===== config.mk =====
export PLATFORM = sky130hd
export DESIGN_NAME = fetch_unit
export DESIGN_NICKNAME = d
export VERILOG_FILES = /design/src/rtl/fetch_unit.sv
export SDC_FILE = /design/constraint.sdc
export NUM_CORES = 1
export LEC_CHECK = 0
export ABC_CLOCK_PERIOD_IN_PS = 2510
export BUFFER_PORTS_ARGS = -buffer_cell sky130_fd_sc_hd__buf_2
export CAP_MARGIN = 20
export CELL_PAD_IN_SITES_DETAIL_PLACEMENT = 2
export CELL_PAD_IN_SITES_GLOBAL_PLACEMENT = 2
export CORE_UTILIZATION = 31
export CTS_BUF_LIST = sky130_fd_sc_hd__clkbuf_8
export CTS_CLUSTER_SIZE = 16
export DETAILED_ROUTE_END_ITERATION = 6
export PLACE_DENSITY = 0.79
export SETUP_SLACK_MARGIN = 0.3
export SLEW_MARGIN = 20
export SYNTH_ARGS = -nofsm -noshare
export SYNTH_HDL_FRONTEND = slang
export SYNTH_SLANG_ARGS = --single-unit

===== constraint.sdc =====
create_clock -name clock -period 2.51 [get_ports clock]
set_clock_uncertainty 0.1 [all_clocks]
set_input_delay 0 -clock clock [delete_from_list [all_inputs] [get_ports clock]]
set_output_delay 0 -clock clock [all_outputs]
set_load 0.05 [all_outputs]

===== src/rtl/fetch_unit.sv =====
// fetch_unit -- instruction-fetch stage of the single-issue ARM-subset datapath.
//
// Holds the program counter, drives the program ROM's byte address, and
// captures each returned instruction together with its PC tag into a
// 2-entry FIFO. Decode consumes the FIFO head through a valid/ready
// handshake. A taken branch (redirect) flushes the FIFO and reloads the PC.
// A small WAIT/RUN/STOP state machine gates fetching.
//
// Configuration macro: FETCH_PC8_EN
//   defined   -> the queued tag is pc + 8 (the ARM PC-read value)
//   undefined -> the queued tag is the raw fetch address pc
//
// Parameters:
//   RESET_PC    PC loaded on reset (bits [1:0] forced to 00)
//   ADDR_W      ROM byte-address width (low PC bits)
//
// Ports:
//   clock        in   single rising-edge clock
//   reset_n      in   asynchronous active-low reset
//   fetch_en     in   1 = fetch, 0 = stop fetching
//   rom_addr     out  ROM byte address, pc[ADDR_W-1:0], straight from the PC register
//   rom_data     in   ROM word at rom_addr (combinational read)
//   redirect     in   branch taken, from execute
//   redirect_pc  in   branch target (bits [1:0] forced to 00)
//   instr_valid  out  FIFO head is valid
//   instr        out  FIFO head instruction (0 when empty)
//   instr_pc     out  FIFO head PC tag (0 when empty)
//   dec_ready    in   decoder accepts the head this cycle
//   fetch_count  out  instructions pushed since reset, wrapping

module fetch_unit #(
  parameter logic [31:0] RESET_PC = 32'h0000_0000,
  parameter int          ADDR_W   = 10
) (
  input  logic              clock,
  input  logic              reset_n,
  input  logic              fetch_en,
  output logic [ADDR_W-1:0] rom_addr,
  input  logic [31:0]       rom_data,
  input  logic              redirect,
  input  logic [31:0]       redirect_pc,
  output logic              instr_valid,
  output logic [31:0]       instr,
  output logic [31:0]       instr_pc,
  input  logic              dec_ready,
  output logic [31:0]       fetch_count
);

  typedef enum logic [1:0] {
    ST_WAIT = 2'd0,
    ST_RUN  = 2'd1,
    ST_STOP = 2'd2
  } state_t;

  localparam logic [31:0] PC_RESET_ALIGNED = RESET_PC & 32'hFFFF_FFFC;

  // Registered state
  state_t      state_r;
  logic [31:0] pc_r;
  logic [1:0]  count_r;
  logic [31:0] data0_r;   // FIFO head (oldest)
  logic [31:0] tag0_r;
  logic [31:0] data1_r;   // FIFO tail slot when two entries are held
  logic [31:0] tag1_r;
  logic [31:0] fetch_count_r;

  // Next-state values
  state_t      state_s;
  logic [31:0] pc_s;
  logic [1:0]  count_s;
  logic [31:0] data0_s;
  logic [31:0] tag0_s;
  logic [31:0] data1_s;
  logic [31:0] tag1_s;
  logic [31:0] fetch_count_s;

  logic        push_s;
  logic        pop_s;
  logic [31:0] tag_s;

  // Outputs come straight from registers. Empty slots are kept at zero so
  // instr/instr_pc read as zero whenever the queue is empty.
  assign rom_addr    = pc_r[ADDR_W-1:0];
  assign instr_valid = (count_r != 2'd0);
  assign instr       = data0_r;
  assign instr_pc    = tag0_r;
  assign fetch_count = fetch_count_r;

  // Tag stored alongside each fetched word
  always_comb begin
`ifdef FETCH_PC8_EN
    tag_s = pc_r + 32'd8;
`else
    tag_s = pc_r;
`endif
  end

  // Handshake qualifiers; redirect suppresses both push and pop
  always_comb begin
    pop_s  = instr_valid & dec_ready & ~redirect;
    push_s = (state_r == ST_RUN) & fetch_en & ~redirect &
             ((count_r != 2'd2) | pop_s);
  end

  // Run-control state machine: next-state logic
  always_comb begin
    state_s = state_r;
    case (state_r)
      ST_WAIT: state_s = ST_RUN;
      ST_RUN: begin
        if (!fetch_en) begin
          state_s = ST_STOP;
        end else begin
          state_s = ST_RUN;
        end
      end
      ST_STOP: begin
        if (fetch_en) begin
          state_s = ST_RUN;
        end else begin
          state_s = ST_STOP;
        end
      end
      default: state_s = ST_WAIT;
    endcase
  end

  // PC and push-counter next values
  always_comb begin
    pc_s          = pc_r;
    fetch_count_s = fetch_count_r;
    if (redirect) begin
      pc_s = redirect_pc & 32'hFFFF_FFFC;
    end else if (push_s) begin
      pc_s          = pc_r + 32'd4;
      fetch_count_s = fetch_count_r + 32'd1;
    end else begin
      pc_s          = pc_r;
      fetch_count_s = fetch_count_r;
    end
  end

  // FIFO next values: pop shifts the tail into the head, then a push lands
  // in the first free slot. A push is only allowed with a free slot after
  // the pop, so the post-pop count is at most 1 when pushing.
  always_comb begin
    count_s = count_r;
    data0_s = data0_r;
    tag0_s  = tag0_r;
    data1_s = data1_r;
    tag1_s  = tag1_r;
    if (redirect) begin
      count_s = 2'd0;
      data0_s = 32'h0000_0000;
      tag0_s  = 32'h0000_0000;
      data1_s = 32'h0000_0000;
      tag1_s  = 32'h0000_0000;
    end else begin
      if (pop_s) begin
        data0_s = data1_r;
        tag0_s  = tag1_r;
        data1_s = 32'h0000_0000;
        tag1_s  = 32'h0000_0000;
        count_s = count_r - 2'd1;
      end else begin
        count_s = count_r;
      end
      if (push_s) begin
        if (count_s == 2'd0) begin
          data0_s = rom_data;
          tag0_s  = tag_s;
        end else begin
          data1_s = rom_data;
          tag1_s  = tag_s;
        end
        count_s = count_s + 2'd1;
      end else begin
        count_s = count_s;
      end
    end
  end

  // State registers with asynchronous reset
  always_ff @(posedge clock or negedge reset_n) begin
    if (!reset_n) begin
      state_r       <= ST_WAIT;
      pc_r          <= PC_RESET_ALIGNED;
      count_r       <= 2'd0;
      data0_r       <= 32'h0000_0000;
      tag0_r        <= 32'h0000_0000;
      data1_r       <= 32'h0000_0000;
      tag1_r        <= 32'h0000_0000;
      fetch_count_r <= 32'h0000_0000;
    end else begin
      state_r       <= state_s;
      pc_r          <= pc_s;
      count_r       <= count_s;
      data0_r       <= data0_s;
      tag0_r        <= tag0_s;
      data1_r       <= data1_s;
      tag1_r        <= tag1_s;
      fetch_count_r <= fetch_count_s;
    end
  end

endmodule

==> flow_summary_export.csv, run 1 <==
group,metric,value,unit
run_status,status,"finished, final reports clean",
detailed_routing,wire_per_inst,22.7,µm
global_route,grt_max_degree,96,
clocking,cts_tree,"done",
sta,slew_headroom,0.387,
synth,synthXorXnorAreaFrac,0.0314,
critical_path,crit_type,"reg -> reg",
detailed_routing,detail_route.first_pass.iterations,4,
floorplan,die_h,174,µm
synth,synthTopCellsByCount,"nand2_1, dfrtp_1, nand3_1",
detailed_routing,antenna_left,0,
global_route,grt.overflow.total,0,
sta,final_max_slew_viol_count,0,
hold_path,min_path_type,"in -> async",
critical_path,cp_cell_sequence,"inv_2 > ha_4 > nand2b_4 > a211o_4 > buf_8 > nor2_4 > buf_12 > clkbuf_16 > nand2_1 > a21oi_2",
clocking,clk_pin_slew,0.11,ns
critical_path,crit_fanout,8,
critical_path,crit_path_end_kind,"register",
synth,yosys.area_share.adder,0.00951,
sta,finalSetupViolCount,0,
detailed_routing,avgViaCountPerCell,5.44,
critical_path,critPathLaunch,"count_r[0]",
power_and_ir_drop,power_density,783,nW/µm²
cells_and_area,stdcell_area,12800,µm²
synth,synthCells,1013,
synth,synth_simple_gate_area_frac,0.234,
cells_and_area,nets,1344,
sta,min_period_over_period,0.890,
place,gp_congestion,0.752,
critical_path,slowest_delay,0.38,ns
synth,synth_seq_cells,194,
cells_and_area,multiInputGateArea,4490,µm²
clocking,clockBufferDepth,2,
synth,yosysMostFrequentCell,"nand2_1",
cells_and_area,area_growth,39.3,%
cells_and_area,final_cells,1669,
synth,synth-async-reset-ratio,1.00,
synth,ys_seq_area_frac,0.527,
synth,synth_edf_count,0,
floorplan,row_count,62,
synth,synth_area_leaders,"dfrtp_1, nand2_1, a311oi_1",
cells_and_area,fillers,3048,
critical_path,cp.depth,10,
synth,synthMuxAreaShare,0.00326,
synth,synth_top_family_by_area,"simple AND/OR/NAND/NOR gates",
critical_path,critPathArrivalTime,2.54,ns
detailed_routing,drcViolationCount,0,
clocking,cts.sinks,194,
global_route,grt_pass1_vias,9738,
place,post_dp_cell_area,10700,µm²
sta,hold_violations,0,
floorplan,fp.dieW,174,µm
clocking,ctsHtreeMaxLevel,4,
synth,synth_top_cell_area_share,0.527,
clocking,clock-root-buffer,"clkbuf_8",
sta,layout_min_cycle_time,2.23,ns
power_and_ir_drop,internal-power,0.00555,W
detailed_routing,drt-total-wl,37800,µm
power_and_ir_drop,swShare,0.448,
sta,holdWs,0.00534,ns
synth,synth_area,9210,µm²
critical_path,slowest_stage,"dfrtp_1",
synth,synth-compound-area-share,0.146,
sta,rsz0062_at_grt,"true",
global_route,grt_usage,0.229,
critical_path,timing.rr.end,"tag1_r[7]",
synth,synth_ff_type,"dfrtp_1",
critical_path,cp-start-kind,"register",
floorplan,ios,176,
floorplan,initial_utilization,0.318,
global_route,grt_antenna_before_repair,4,
cells_and_area,post-route-util,0.443,
sta,worst_pin_slew,0.919,ns
place,io_buffers,171,
synth,yosys_warnings,0,
global_route,grt_pass1_wl,54500,µm
synth,synth_cell_types,51,
critical_path,r2r_setup_slack,0.28,ns
synth,synth_top_cell_by_area,"dfrtp_1",
cells_and_area,register_area,4870,µm²
power_and_ir_drop,p_seq_frac,0.383,
power_and_ir_drop,netSwitchingPower,0.00450,W
clocking,insertion_delay,0.49,ns
power_and_ir_drop,p_comb_frac,0.410,
power_and_ir_drop,ir_worst_vdd,0.000430,V
power_and_ir_drop,p_leak,5.76,nW
critical_path,cp_top_family,"buffers and inverters",
synth,syn_area_per_cell,9.09,µm²
sta,fmax,448,MHz
detailed_routing,vias,9082,
clocking,cts_buffers,17,
detailed_routing,drt_iter0_drc,482,
floorplan,fp.dieArea,30400,µm²
floorplan,core_area,28900,µm²
critical_path,r2r_cells,10,
critical_path,r2r_start,"count_r[0]",
place,hpwl,20300,µm
power_and_ir_drop,power_frac_clock,0.208,
critical_path,crit_path_end,"tag1_r[7]",
critical_path,crit_required,2.82,ns
cells_and_area,drive_gt1_frac,0.325,
place,dp.cells,1522,
flow_run,drv_cap,0,
sta,tns,0,ns
critical_path,path_buf_inv,4,
metrics by stage:
stage	total power, W	setup WS (ns)
6_report	0.0101	0.276
3_3_place_gp	0.00715	0.133
5_1_grt	0.0105	0.201
3_5_place_dp	0.00726	0.0497
4_1_cts	0.00961	0.281
2_1_floorplan	0.00608	0.281
cells by family (layout without fill, tap and decap cells):
kind of cell	after synthesis	in the layout
compound gates	191	191
xor+xnor	33	33
fa+ha+maj	7	7
buf+inv	102	369
flops	194	194
mux	3	3
other cells	1	6
simple gates	482	482
power groups by stage:
stage / combinational, W / sequential (W) / clock [W]
after floorplan: 0.00150 / 0.00458 / 0
after global placement: 0.00328 / 0.00387 / 0
after detailed placement: 0.00337 / 0.00389 / 0
after CTS: 0.00364 / 0.00383 / 0.00214
after global routing: 0.00438 / 0.00390 / 0.00225
final: 0.00412 / 0.00385 / 0.00209
state kept, by name (all words and copies together) (netlist names):
register and flops:
pc_r 30, instr_pc 32, count_r 2, fetch_count 32, state_r 2, tag1_r 32, data1_r 32, instr 32
cell type report:
class / instances / area share
diodes: 4 / 0.000780
clock buffers: 18 / 0.0193
clock inverters: 14 / 0.00956
inverters: 14 / 0.00410
multi-input cells: 718 / 0.350
flip-flops and latches: 194 / 0.380
well taps: 384 / 0.0375
repair buffers: 323 / 0.199
worst reg2reg max path: stages, from the launching register on:
cell and delay [ns]:
dfrtp_1 0.38, inv_2 0.08, ha_4 0.18, nand2b_4 0.17, a211o_4 0.38, buf_8 0.15, nor2_4 0.14, buf_12 0.17
clkbuf_16 0.20, nand2_1 0.08, a21oi_2 0.15
cell usage in the layout (no fill, tap or decap), types with 5 or more instances in the layout:
| master | instances |
|---|---|
| clkbuf_8 | 19 |
| a221o_1 | 5 |
| inv_1 | 11 |
| nand3_1 | 87 |
| buf_12 | 11 |
| o311ai_0 | 9 |
| dlygate4sd3_1 | 66 |
| o21ai_0 | 11 |
| ha_1 | 5 |
| buf_6 | 10 |
| or4_1 | 6 |
| dfrtp_1 | 182 |
| buf_2 | 169 |
| a21oi_2 | 36 |
| a311oi_1 | 51 |
| o211ai_1 | 15 |
| nand4_1 | 18 |
| and3_1 | 9 |
| nor3_1 | 9 |
| a21oi_1 | 34 |
| nand2_2 | 11 |
| xnor2_1 | 28 |
| nor2_1 | 76 |
| clkbuf_16 | 7 |
| buf_4 | 54 |
| dfrtp_2 | 12 |
| xor2_1 | 5 |
| nand2_4 | 19 |
| and4_1 | 6 |
| nand2_1 | 206 |
| a311oi_2 | 10 |
worst min path at each step:
stage / slack (ns) / from / cells after the start / end
global route: 0.02 / reset_n / 2 / fetch_count[19]
CTS: 0.03 / reset_n / 2 / fetch_count[19]
floorplan: -0.40 / reset_n / 0 / count_r[0]
finish: 0.005 / reset_n / 2 / fetch_count[19]
detailed placement: 0.007 / reset_n / 1 / fetch_count[19]
global placement: -0.007 / reset_n / 1 / fetch_count[19]
per-layer routing:
layer / vias to the layer above / GRT usage / wire length [µm]
li1: 4074 / - / -
met1: 4757 / 0.296 / 16200
met2: 213 / 0.395 / 19700
met3: 38 / 0.0313 / 1300
met4: 0 / 0.0683 / 651
met5: - / 0 / 0
timing repair:
action | CTS | global route
gates resized for setup | 17 | 136
buffers inserted | 9 | 26
setup endpoints to repair | 169 | 157
hold buffers | 66 | 0
hold endpoints to repair | 286 | 0
pin swaps | 3 | 49
gates cloned | 3 | 7
(Power assumes the default switching activity.)
==> run 2, diff against run 1 <==
--- a/config.mk
+++ b/config.mk
@@ -17,3 +17,3 @@
 export PLACE_DENSITY = 0.79
-export SETUP_SLACK_MARGIN = 0.3
+export SETUP_SLACK_MARGIN = 0.1
 export SLEW_MARGIN = 20
==> constraint.sdc (replaced) <==
create_clock -name clock -period 2.51 [get_ports clock]
set_clock_uncertainty 0.1 [all_clocks]
set_input_delay 0.6275 -clock clock [delete_from_list [all_inputs] [get_ports clock]]
set_output_delay 0.6275 -clock clock [all_outputs]
set_load 0.05 [all_outputs]
==> flow_summary_export.csv, run 2 (synthesized netlist as in run 1, its figures left out) <==
group,metric,value,unit
sta,setup_slack,0.0435,ns
global_route,grt_antenna_before_repair,2,
sta,layout_min_cycle_time,2.47,ns
cells_and_area,layout_common_cells,"nand2_1, dfrtp_1, buf_2",
detailed_routing,wire_per_inst,20.7,µm
sta,fmax,405,MHz
place,dp.cells,1524,
cells_and_area,final_cells,1573,
global_route,grt_max_degree,106,
sta,min_period_over_period,0.983,
detailed_routing,vias,8509,
sta,slew_headroom,0.394,
clocking,clock-root-buffer,"clkbuf_8",
sta,hold_violations,0,
sta,tns,0,ns
cells_and_area,nets,1250,
floorplan,die_h,174,µm
critical_path,crit_type,"reg -> reg",
place,place_ws,-0.0935,ns
floorplan,initial_utilization,0.318,
critical_path,critPathArrivalTime,2.69,ns
detailed_routing,drt_iter0_drc,384,
detailed_routing,antenna_left,0,
power_and_ir_drop,ir_worst_vdd,0.000334,V
flow_run,drv_cap,0,
global_route,grt_usage,0.212,
sta,finalSetupViolCount,0,
sta,rsz0062_at_grt,"true",
floorplan,row_count,62,
place,io_buffers,171,
clocking,cts_tree,"done",
critical_path,crit_path_end_kind,"register",
cells_and_area,mostFrequentLayoutCell,"nand2_1",
cells_and_area,drive_gt1_frac,0.238,
power_and_ir_drop,power_density,865,nW/µm²
clocking,clk_pin_slew,0.12,ns
floorplan,fp.dieW,174,µm
sta,final_max_slew_viol_count,0,
global_route,grt.overflow.total,0,
clocking,clockBufferDepth,2,
detailed_routing,drt-total-wl,32600,µm
clocking,ctsHtreeMaxLevel,4,
global_route,grt_pass1_wl,51100,µm
place,hpwl,20600,µm
floorplan,fp.dieArea,30400,µm²
detailed_routing,avgViaCountPerCell,5.41,
clocking,insertion_delay,0.47,ns
hold_path,min_path_type,"in -> reg",
floorplan,core_area,28900,µm²
run_status,status,"finished, final reports clean",
detailed_routing,detail_route.first_pass.iterations,4,
place,gp_congestion,0.760,
global_route,grt_pass1_vias,8998,
power_and_ir_drop,p_leak,5.06,nW
critical_path,crit_fanout,14,
cells_and_area,area_growth,22.8,%
sta,worst_pin_slew,0.905,ns
critical_path,cp-start-kind,"register",
critical_path,crit_required,2.73,ns
clocking,cts_buffers,17,
floorplan,ios,176,
detailed_routing,drcViolationCount,0,
clocking,cts.sinks,194,
==> run 2: cell count changes in the layout (fill, tap and decap cells not counted), moves of 10 or more <==
cell	before	now
dlygate4sd3_1	66	1
a21oi_1	34	69
a21oi_2	36	1
nand2_1	206	236
nand2_4	19	1
buf_4	54	40
dfrtp_1	182	194
dfrtp_2	12	0
a311oi_1	51	62
nand2_2	11	0
a311oi_2	10	0
==> run 2: critical path: stages, from the launching register on <==
cell	delay, ns
dfrtp_1	0.44
inv_2	0.11
ha_4	0.18
nand2b_4	0.20
a211oi_4	0.09
buf_4	0.15
buf_4	0.14
buf_4	0.19
and3_1	0.20
a2111oi_1	0.51
==> run 2: where the power goes <==
part           leakage [nW]  internal, W  switching [W]
sequential             2.63      0.00349       0.000332
combinational          2.22      0.00107        0.00265
clock                 0.207     0.000862        0.00137
==> run 2: repair_timing <==
| action | in CTS | in global routing |
|---|---|---|
| hold buffers | 1 | 0 |
| gates cloned | 1 | 2 |
| resized for setup | 6 | 10 |
| endpoints found under the setup margin | 114 | 97 |
| pin swaps | 1 | 5 |
| setup buffers | 6 | 5 |
| hold endpoints to repair | 9 | 0 |
==> run 2: worst paths after layout <==
| check | from | endpoint | slack (ns) | depth (start not counted) |
|---|---|---|---|---|
| max | count_r[1] | count_r[1] | 0.04 | 9 |
| max reg2reg | count_r[1] | count_r[1] | 0.04 | 9 |
| min in group asynchronous | reset_n | fetch_count[11] | 0.58 | 2 |
| max in group asynchronous | reset_n | instr_pc[22] | 1.00 | 3 |
| min | fetch_en | state_r[1] | 0.23 | 2 |
| min reg2reg | fetch_count[31] | fetch_count[31] | 0.39 | 1 |
==> run 2: cell type report <==
type / instances / area (µm²)
Sequential cell: 194 / 4850
Tap cell: 384 / 480
Multi-Input combinational cell: 718 / 3980
Clock inverter: 15 / 190
Fill cell: 3231 / 17600
Timing Repair Buffer: 229 / 1510
Antenna cell: 2 / 5.00
Clock buffer: 17 / 234
Inverter: 14 / 52.6
==> run 2: through the flow <==
stage	utilization	cell area, µm²	total power (W)	hold slack [ns]
2_1_floorplan	-	9210	0.00605	0.232
3_3_place_gp	0.368	10600	0.00717	0.356
3_5_place_dp	0.368	10600	0.00728	0.390
4_1_cts	0.386	11200	0.00965	0.203
5_1_grt	0.391	11300	0.0103	0.203
6_report	0.391	11300	0.00977	0.235
==> run 2: per-layer routing <==
| layer | vias up | share of wire | track usage | wire length, µm |
|---|---|---|---|---|
| met2 | 148 | 0.51 | 0.360 | 16600 |
| met1 | 4457 | 0.45 | 0.278 | 14600 |
| li1 | 3871 | - | - | - |
| met5 | - | 0 | 0 | 0 |
| met3 | 33 | 0.028 | 0.0306 | 914 |
| met4 | 0 | 0.018 | 0.0651 | 575 |
